## config.mk

```make
export PLATFORM = sky130hd
export DESIGN_NAME = cache_arbiter
export DESIGN_NICKNAME = d
export VERILOG_FILES = /design/src/rtl/cache_arbiter_pkg.sv /design/src/rtl/cache_arbiter_perf.sv /design/src/rtl/cache_arbiter.sv
export SDC_FILE = /design/constraint.sdc
export NUM_CORES = 1
export LEC_CHECK = 0
export ABC_AREA = 1
export CAP_MARGIN = 25
export CORE_AREA = 2 2 313 315
export CTS_BUF_LIST = sky130_fd_sc_hd__clkbuf_4 sky130_fd_sc_hd__clkbuf_8
export DETAILED_ROUTE_END_ITERATION = 10
export DIE_AREA = 0 0 315 317
export GPL_TIMING_DRIVEN = 1
export PLACE_DENSITY = 0.31
export SLEW_MARGIN = 20
export SYNTH_ARGS = -nofsm -noshare
export SYNTH_HDL_FRONTEND = slang
export SYNTH_SLANG_ARGS = --single-unit
```

## constraint.sdc

```tcl
create_clock -name clk -period 2.69 [get_ports clk]
set_input_delay 0.4035 -clock clk [delete_from_list [all_inputs] [get_ports clk]]
set_output_delay 0.4035 -clock clk [all_outputs]
set_load 0.01 [all_outputs]
```

## src/rtl/cache_arbiter_pkg.sv

```systemverilog
`default_nettype none
// ============================================================================
//  Module      : lc3b_types (package)
//  Description : Shared LC-3b types for the cache arbiter: word and memory
//                line typedefs, arbiter state encoding, streak constants.
//  Revision    : 1.0  initial release
// ============================================================================
package lc3b_types;

    typedef logic [15:0]  lc3b_word;
    typedef logic [127:0] lc3b_mem_data;

    // Arbiter state encoding, explicit 2-bit width
    typedef enum logic [1:0] {
        IDLE    = 2'd0,
        SERVE_I = 2'd1,
        SERVE_D = 2'd2
    } lc3b_arb_state;

    localparam int         c_STREAK_W   = 4;
    localparam logic [3:0] c_STREAK_MAX = 4'hF;

endpackage : lc3b_types
`default_nettype wire

```

## src/rtl/cache_arbiter_perf.sv

```systemverilog
`default_nettype none
// ============================================================================
//  Module      : cache_arbiter_perf
//  Description : Free-running performance counters for the cache arbiter:
//                I grants, D grants and IDLE cycles with both sides pending.
//                All counters wrap at 2^32. Only built when
//                CACHE_ARBITER_PERF_EN is defined.
//  Revision    : 1.0  initial release
// ============================================================================
module cache_arbiter_perf (
    input  logic        clk,
    input  logic        reset,
    input  logic        grant_i,
    input  logic        grant_d,
    input  logic        conflict,
    output logic [31:0] perf_i_grants,
    output logic [31:0] perf_d_grants,
    output logic [31:0] perf_conflicts
);

    logic [31:0] r_i_grants;
    logic [31:0] r_d_grants;
    logic [31:0] r_conflicts;

    // Count each event once per cycle; natural overflow gives the wrap
    always_ff @(posedge clk or posedge reset) begin
        if (reset) begin
            r_i_grants  <= '0;
            r_d_grants  <= '0;
            r_conflicts <= '0;
        end else begin
            if (grant_i)  r_i_grants  <= r_i_grants + 32'd1;
            if (grant_d)  r_d_grants  <= r_d_grants + 32'd1;
            if (conflict) r_conflicts <= r_conflicts + 32'd1;
        end
    end

    assign perf_i_grants  = r_i_grants;
    assign perf_d_grants  = r_d_grants;
    assign perf_conflicts = r_conflicts;

endmodule : cache_arbiter_perf
`default_nettype wire

```

## src/rtl/cache_arbiter.sv

```systemverilog
`default_nettype none
// ============================================================================
//  Module      : cache_arbiter
//  Description : Arbitrates one physical memory port between an I-cache and
//                a D-cache. D wins ties unless it has taken STARVE_LIMIT
//                consecutive grants while I was waiting. A grant is held until
//                memory responds; one IDLE cycle separates grants.
//                Optional feature macro: CACHE_ARBITER_PERF_EN (perf counters).
//  Revision    : 1.0  initial release
// ============================================================================
module cache_arbiter
    import lc3b_types::*;
#(
    parameter int unsigned STARVE_LIMIT = 4   // legal range 1..15
) (
    input  logic         clk,
    input  logic         reset,

    input  logic         i_pmem_read,
    input  lc3b_word     i_pmem_address,
    output lc3b_mem_data i_pmem_rdata,
    output logic         i_pmem_resp,

    input  logic         d_pmem_read,
    input  logic         d_pmem_write,
    input  lc3b_word     d_pmem_address,
    input  lc3b_mem_data d_pmem_wdata,
    output lc3b_mem_data d_pmem_rdata,
    output logic         d_pmem_resp,

    output logic         pmem_read,
    output logic         pmem_write,
    output lc3b_word     pmem_address,
    output lc3b_mem_data pmem_wdata,
    input  lc3b_mem_data pmem_rdata,
    input  logic         pmem_resp,

    output logic [31:0]  perf_i_grants,
    output logic [31:0]  perf_d_grants,
    output logic [31:0]  perf_conflicts
);

    localparam logic [c_STREAK_W-1:0] c_LIMIT = c_STREAK_W'(STARVE_LIMIT);

    lc3b_arb_state         r_state;
    lc3b_arb_state         w_next_state;
    logic [c_STREAK_W-1:0] r_d_streak;

    logic w_i_pend;
    logic w_d_pend;
    logic w_grant_i;
    logic w_grant_d;

    assign w_i_pend  = i_pmem_read;
    assign w_d_pend  = d_pmem_read | d_pmem_write;
    assign w_grant_i = (r_state == IDLE) && (w_next_state == SERVE_I);
    assign w_grant_d = (r_state == IDLE) && (w_next_state == SERVE_D);

    // Read data fans out to both caches unconditionally; resp qualifies it
    assign i_pmem_rdata = pmem_rdata;
    assign d_pmem_rdata = pmem_rdata;

    // State register; async reset drops any in-flight grant immediately
    always_ff @(posedge clk or posedge reset) begin
        if (reset) r_state <= IDLE;
        else       r_state <= w_next_state;
    end

    // D streak: counts D wins over a waiting I, cleared whenever I is granted
    always_ff @(posedge clk or posedge reset) begin
        if (reset) begin
            r_d_streak <= '0;
        end else if (w_grant_i) begin
            r_d_streak <= '0;
        end else if (w_grant_d && w_i_pend && (r_d_streak != c_STREAK_MAX)) begin
            r_d_streak <= r_d_streak + 1'b1;
        end
    end

    // Next-state arbitration and memory-port steering by current owner
    always_comb begin
        w_next_state = r_state;
        pmem_read    = 1'b0;
        pmem_write   = 1'b0;
        pmem_address = '0;
        pmem_wdata   = '0;
        i_pmem_resp  = 1'b0;
        d_pmem_resp  = 1'b0;
        case (r_state)
            IDLE: begin
                if (w_i_pend && w_d_pend) begin
                    w_next_state = (r_d_streak == c_LIMIT) ? SERVE_I : SERVE_D;
                end else if (w_i_pend) begin
                    w_next_state = SERVE_I;
                end else if (w_d_pend) begin
                    w_next_state = SERVE_D;
                end
            end
            SERVE_I: begin
                pmem_read    = 1'b1;
                pmem_address = i_pmem_address;
                i_pmem_resp  = pmem_resp;
                // Grant is held until memory completes, even if I drops
                if (pmem_resp) w_next_state = IDLE;
            end
            SERVE_D: begin
                // Read/write forwarded untouched, including the illegal pair
                pmem_read    = d_pmem_read;
                pmem_write   = d_pmem_write;
                pmem_address = d_pmem_address;
                pmem_wdata   = d_pmem_wdata;
                d_pmem_resp  = pmem_resp;
                if (pmem_resp) w_next_state = IDLE;
            end
            default: begin
                w_next_state = IDLE;
            end
        endcase
    end

`ifdef CACHE_ARBITER_PERF_EN
    logic w_conflict;
    assign w_conflict = (r_state == IDLE) && w_i_pend && w_d_pend;

    cache_arbiter_perf u_perf (
        .clk            (clk),
        .reset          (reset),
        .grant_i        (w_grant_i),
        .grant_d        (w_grant_d),
        .conflict       (w_conflict),
        .perf_i_grants  (perf_i_grants),
        .perf_d_grants  (perf_d_grants),
        .perf_conflicts (perf_conflicts)
    );
`else
    assign perf_i_grants  = '0;
    assign perf_d_grants  = '0;
    assign perf_conflicts = '0;
`endif

endmodule : cache_arbiter
`default_nettype wire

```

==> results of run 1 <==
==> logic make-up (layout without fill, tap and decap cells) <==
group | Yosys count | count (layout)
simple gates | 200 | 200
flops | 6 | 6
other cells | 1 | 100
fa+ha+maj | 6 | 6
xor+xnor | 2 | 2
buf+inv | 517 | 475
compound gates | 21 | 21
==> path summary, 6_finish.rpt <==
path,endpoint,cells after the start
min in group clk,r_d_streak[1],2
max in group asynchronous,r_d_streak[0],2
hold / removal,r_d_streak[3],2
setup / recovery,pmem_wdata[93],7
setup reg to reg,r_d_streak[1],7
hold reg to reg,r_d_streak[1],2
==> per-stage QoR <==
step	power (uW)	hold WS (ns)	area (sq um)	std cells	worst slack, ns
after floorplan	2220	0.194	4820	848	0.936
after global placement	4500	0.558	7040	2076	0.180
after detailed placement	4440	0.559	7040	2076	0.198
after CTS	4620	0.417	7090	2079	0.00361
after global routing	5000	0.426	7130	2083	0.0206
final	4480	0.408	7140	2086	0.165
==> placed cells by master, fill, tap and decap left out, types with 3 or more instances in the layout <==
master / netlist / routed
clkdlybuf4s50_1: 0 / 303
nand2_1: 174 / 174
inv_1: 143 / 142
conb_1: 1 / 96
a21oi_1: 18 / 15
nand3_1: 14 / 14
buf_12: 0 / 12
buf_4: 352 / 9
dfrtp_1: 6 / 6
ha_1: 6 / 5
diode_2: 0 / 4
a21oi_2: 1 / 4
nor2_1: 3 / 3
nand2_2: 3 / 3
clkbuf_8: 0 / 3
==> cell type report <==
| cell class | count | area, sq um | share of cell area [%] |
|---|---|---|---|
| sequential | 6 | 150 | 2.10 |
| tap | 1276 | 1600 | 22.4 |
| multi-input combinational | 325 | 1410 | 19.8 |
| antenna | 4 | 10.0 | 0.140 |
| timing repair buffer | 326 | 3380 | 47.3 |
| clock buffer | 3 | 41.3 | 0.578 |
| inverter | 146 | 548 | 7.68 |
==> layer usage <==
metal  routed length [um]  vias to the layer above
met1                12700                     1661
met5                  213                        -
met3                 9570                      107
met2                14200                      519
li1                     -                     1801
met4                 1210                       32
==> power by group <==
| group | switching (uW) | internal (uW) |
|---|---|---|
| combinational | 2150 | 2010 |
| sequential | 50.4 | 129 |
| clock | 42.1 | 96.4 |
==> flip-flops by register name (all words and copies together) (netlist names) <==
signal,flops
r_state,2
r_d_streak,4
==> synth_stat cells <==
cell type  count
nand3_2        1
inv_1        143
buf_1          3
a21boi_1       1
nand2_2        3
nor2_1         3
dfrtp_1        6
nand3_1       14
a21oi_1       18
xor2_1         2
o21ai_1        1
buf_4        352
inv_2          1
ha_1           6
buf_2         12
nand3b_4       1
conb_1         1
nand2_4        1
a21oi_2        1
nor2_2         2
clkinv_1       2
nand2_1      174
nand3_4        1
clkbuf_1       4
==> what timing repair did <==
item                       CTS  global route
hold endpoints to repair     0             0
setup buffers                0             3
setup endpoints to repair    2            25
resized for setup            2             4
==> flow_metrics.env, run 1 <==
export IMPL_synth_xor_area_share_pct=0.393
export IMPL_synth_area_leaders="buf_4 (59%), nand2_1 (15%), inv_1 (12%), dfrtp_1 (3.4%), a21oi_1 (2.0%)"
export IMPL_synth_top_area_cell="buf_4"
export IMPL_max_freq_mhz=396
export IMPL_startpoint="r_state[0]"
export IMPL_synth_mux_area_share_pct=0
export IMPL_synth_simple_area_share_pct=18.5
export IMPL_hold_buffers=0
export IMPL_final_min_clock_period_ns=2.53
export IMPL_clock_latency_ns=0.23
export IMPL_synth_seq_cells=6
export IMPL_use_met2_pct=9.58
export IMPL_synthesis_area_sq_um=4460
export IMPL_critical_path_arrival_ns=2.12
export IMPL_synth_distinct_cells=24
export IMPL_synth_top_family_by_area="buffers and inverters"
export IMPL_viasPerCell=1.98
export IMPL_cts_buffers_inserted=3
export IMPL_grt_usage_pct=7.18
export IMPL_fin_nets=1108
export IMPL_maxCapViolations=0
export IMPL_tns_ns=0
export IMPL_slew_violations=0
export IMPL_synthAdderAreaFrac_pct=1.68
export IMPL_setup_viol=0
export IMPL_wl_mm=37.9
export IMPL_clock_skew_ns=0.00318
export IMPL_synth_top_area_share_pct=59.3
export IMPL_gr_total_overflow=0
export IMPL_fillerInstances=11500
export IMPL_avgSynthCellArea_sq_um=5.92
export IMPL_cpPeakStageDelay_ns=0.54
export IMPL_worst_path_buf_inv=5
export IMPL_pin_count=794
export IMPL_post_drt_wl_per_cell_um=18.2
export IMPL_drt_iter0_markers=101
export IMPL_grt_pass1_vias=4100
export IMPL_cts_root_buffer="clkbuf_8"
export IMPL_startpoint_type="flop"
export IMPL_synth_compound_area_share_pct=2.50
export IMPL_dp_hpwl_mm=34.8
export IMPL_antenna_found_initial=32
export IMPL_hold_violations=0
export IMPL_path_delay_family="buffers and inverters"
export IMPL_fin_crit_sh_pct=93.9
export IMPL_clk_path_buf_depth=2
export IMPL_drcViolationCount=0
export IMPL_globalplace_congestion=0.660
export IMPL_ir_worst_vdd_v=0.000216
export IMPL_initial_utilization_pct=4.63
export IMPL_grt_busiest_layer="met2"
export IMPL_grt_setup_unrepaired="false"
export IMPL_ant_nets=0
export IMPL_clock_sinks=6
export IMPL_path_class="reg -> out"
export IMPL_globalRouteMet1Util_pct=7.00
export IMPL_drtPass1Iterations=4
export IMPL_cts_tree="done"
export IMPL_dieArea_sq_um=99900
export IMPL_io_buffers=313
export IMPL_coreArea_sq_um=96300
export IMPL_yosysWarnings=0
export IMPL_cp_max_fo=32
export IMPL_status="completed"
export IMPL_cp_required_ns=2.29
export IMPL_num_rows=114
export IMPL_grt_pass1_wl_mm=45.3
export IMPL_rr_startpoint="r_state[1]"
export IMPL_num_vias=4120
export IMPL_die_x_um=315
export IMPL_clk_pin_slew_ns=0.04
export IMPL_regToRegSetupSlack_ns=0.98
export IMPL_final_util_pct=7.41
export IMPL_dieHeight_um=317
export IMPL_ys_seq_area_share_pct=3.37
export IMPL_slowest_stage="clkdlybuf4s50_1"
export IMPL_syn_to_final_growth_pct=60.1
export IMPL_syn_inst=753
export IMPL_gr_usage_met3_pct=8.22
export IMPL_grt_max_degree=44
export IMPL_hold_class="in -> async"
export IMPL_p_leak_uw=0.00334
export IMPL_power_density_nw_per_um2=627
export IMPL_crit_chain="inv_2, ha_4, buf_16, buf_12, nand2_1, inv_1, clkdlybuf4s50_1"
export IMPL_endpoint_kind="primary output"
export IMPL_cts_max_level=1
export IMPL_layout_drive_gt1_share_pct=5.21
(Power assumes the default switching activity.)
==> run 2: changes to the inputs <==
ABC_CLOCK_PERIOD_IN_PS = 2690   (was unset)
==> results of run 2 <==
Same layout as run 1: the final DEF is identical, and so are final timing and power.
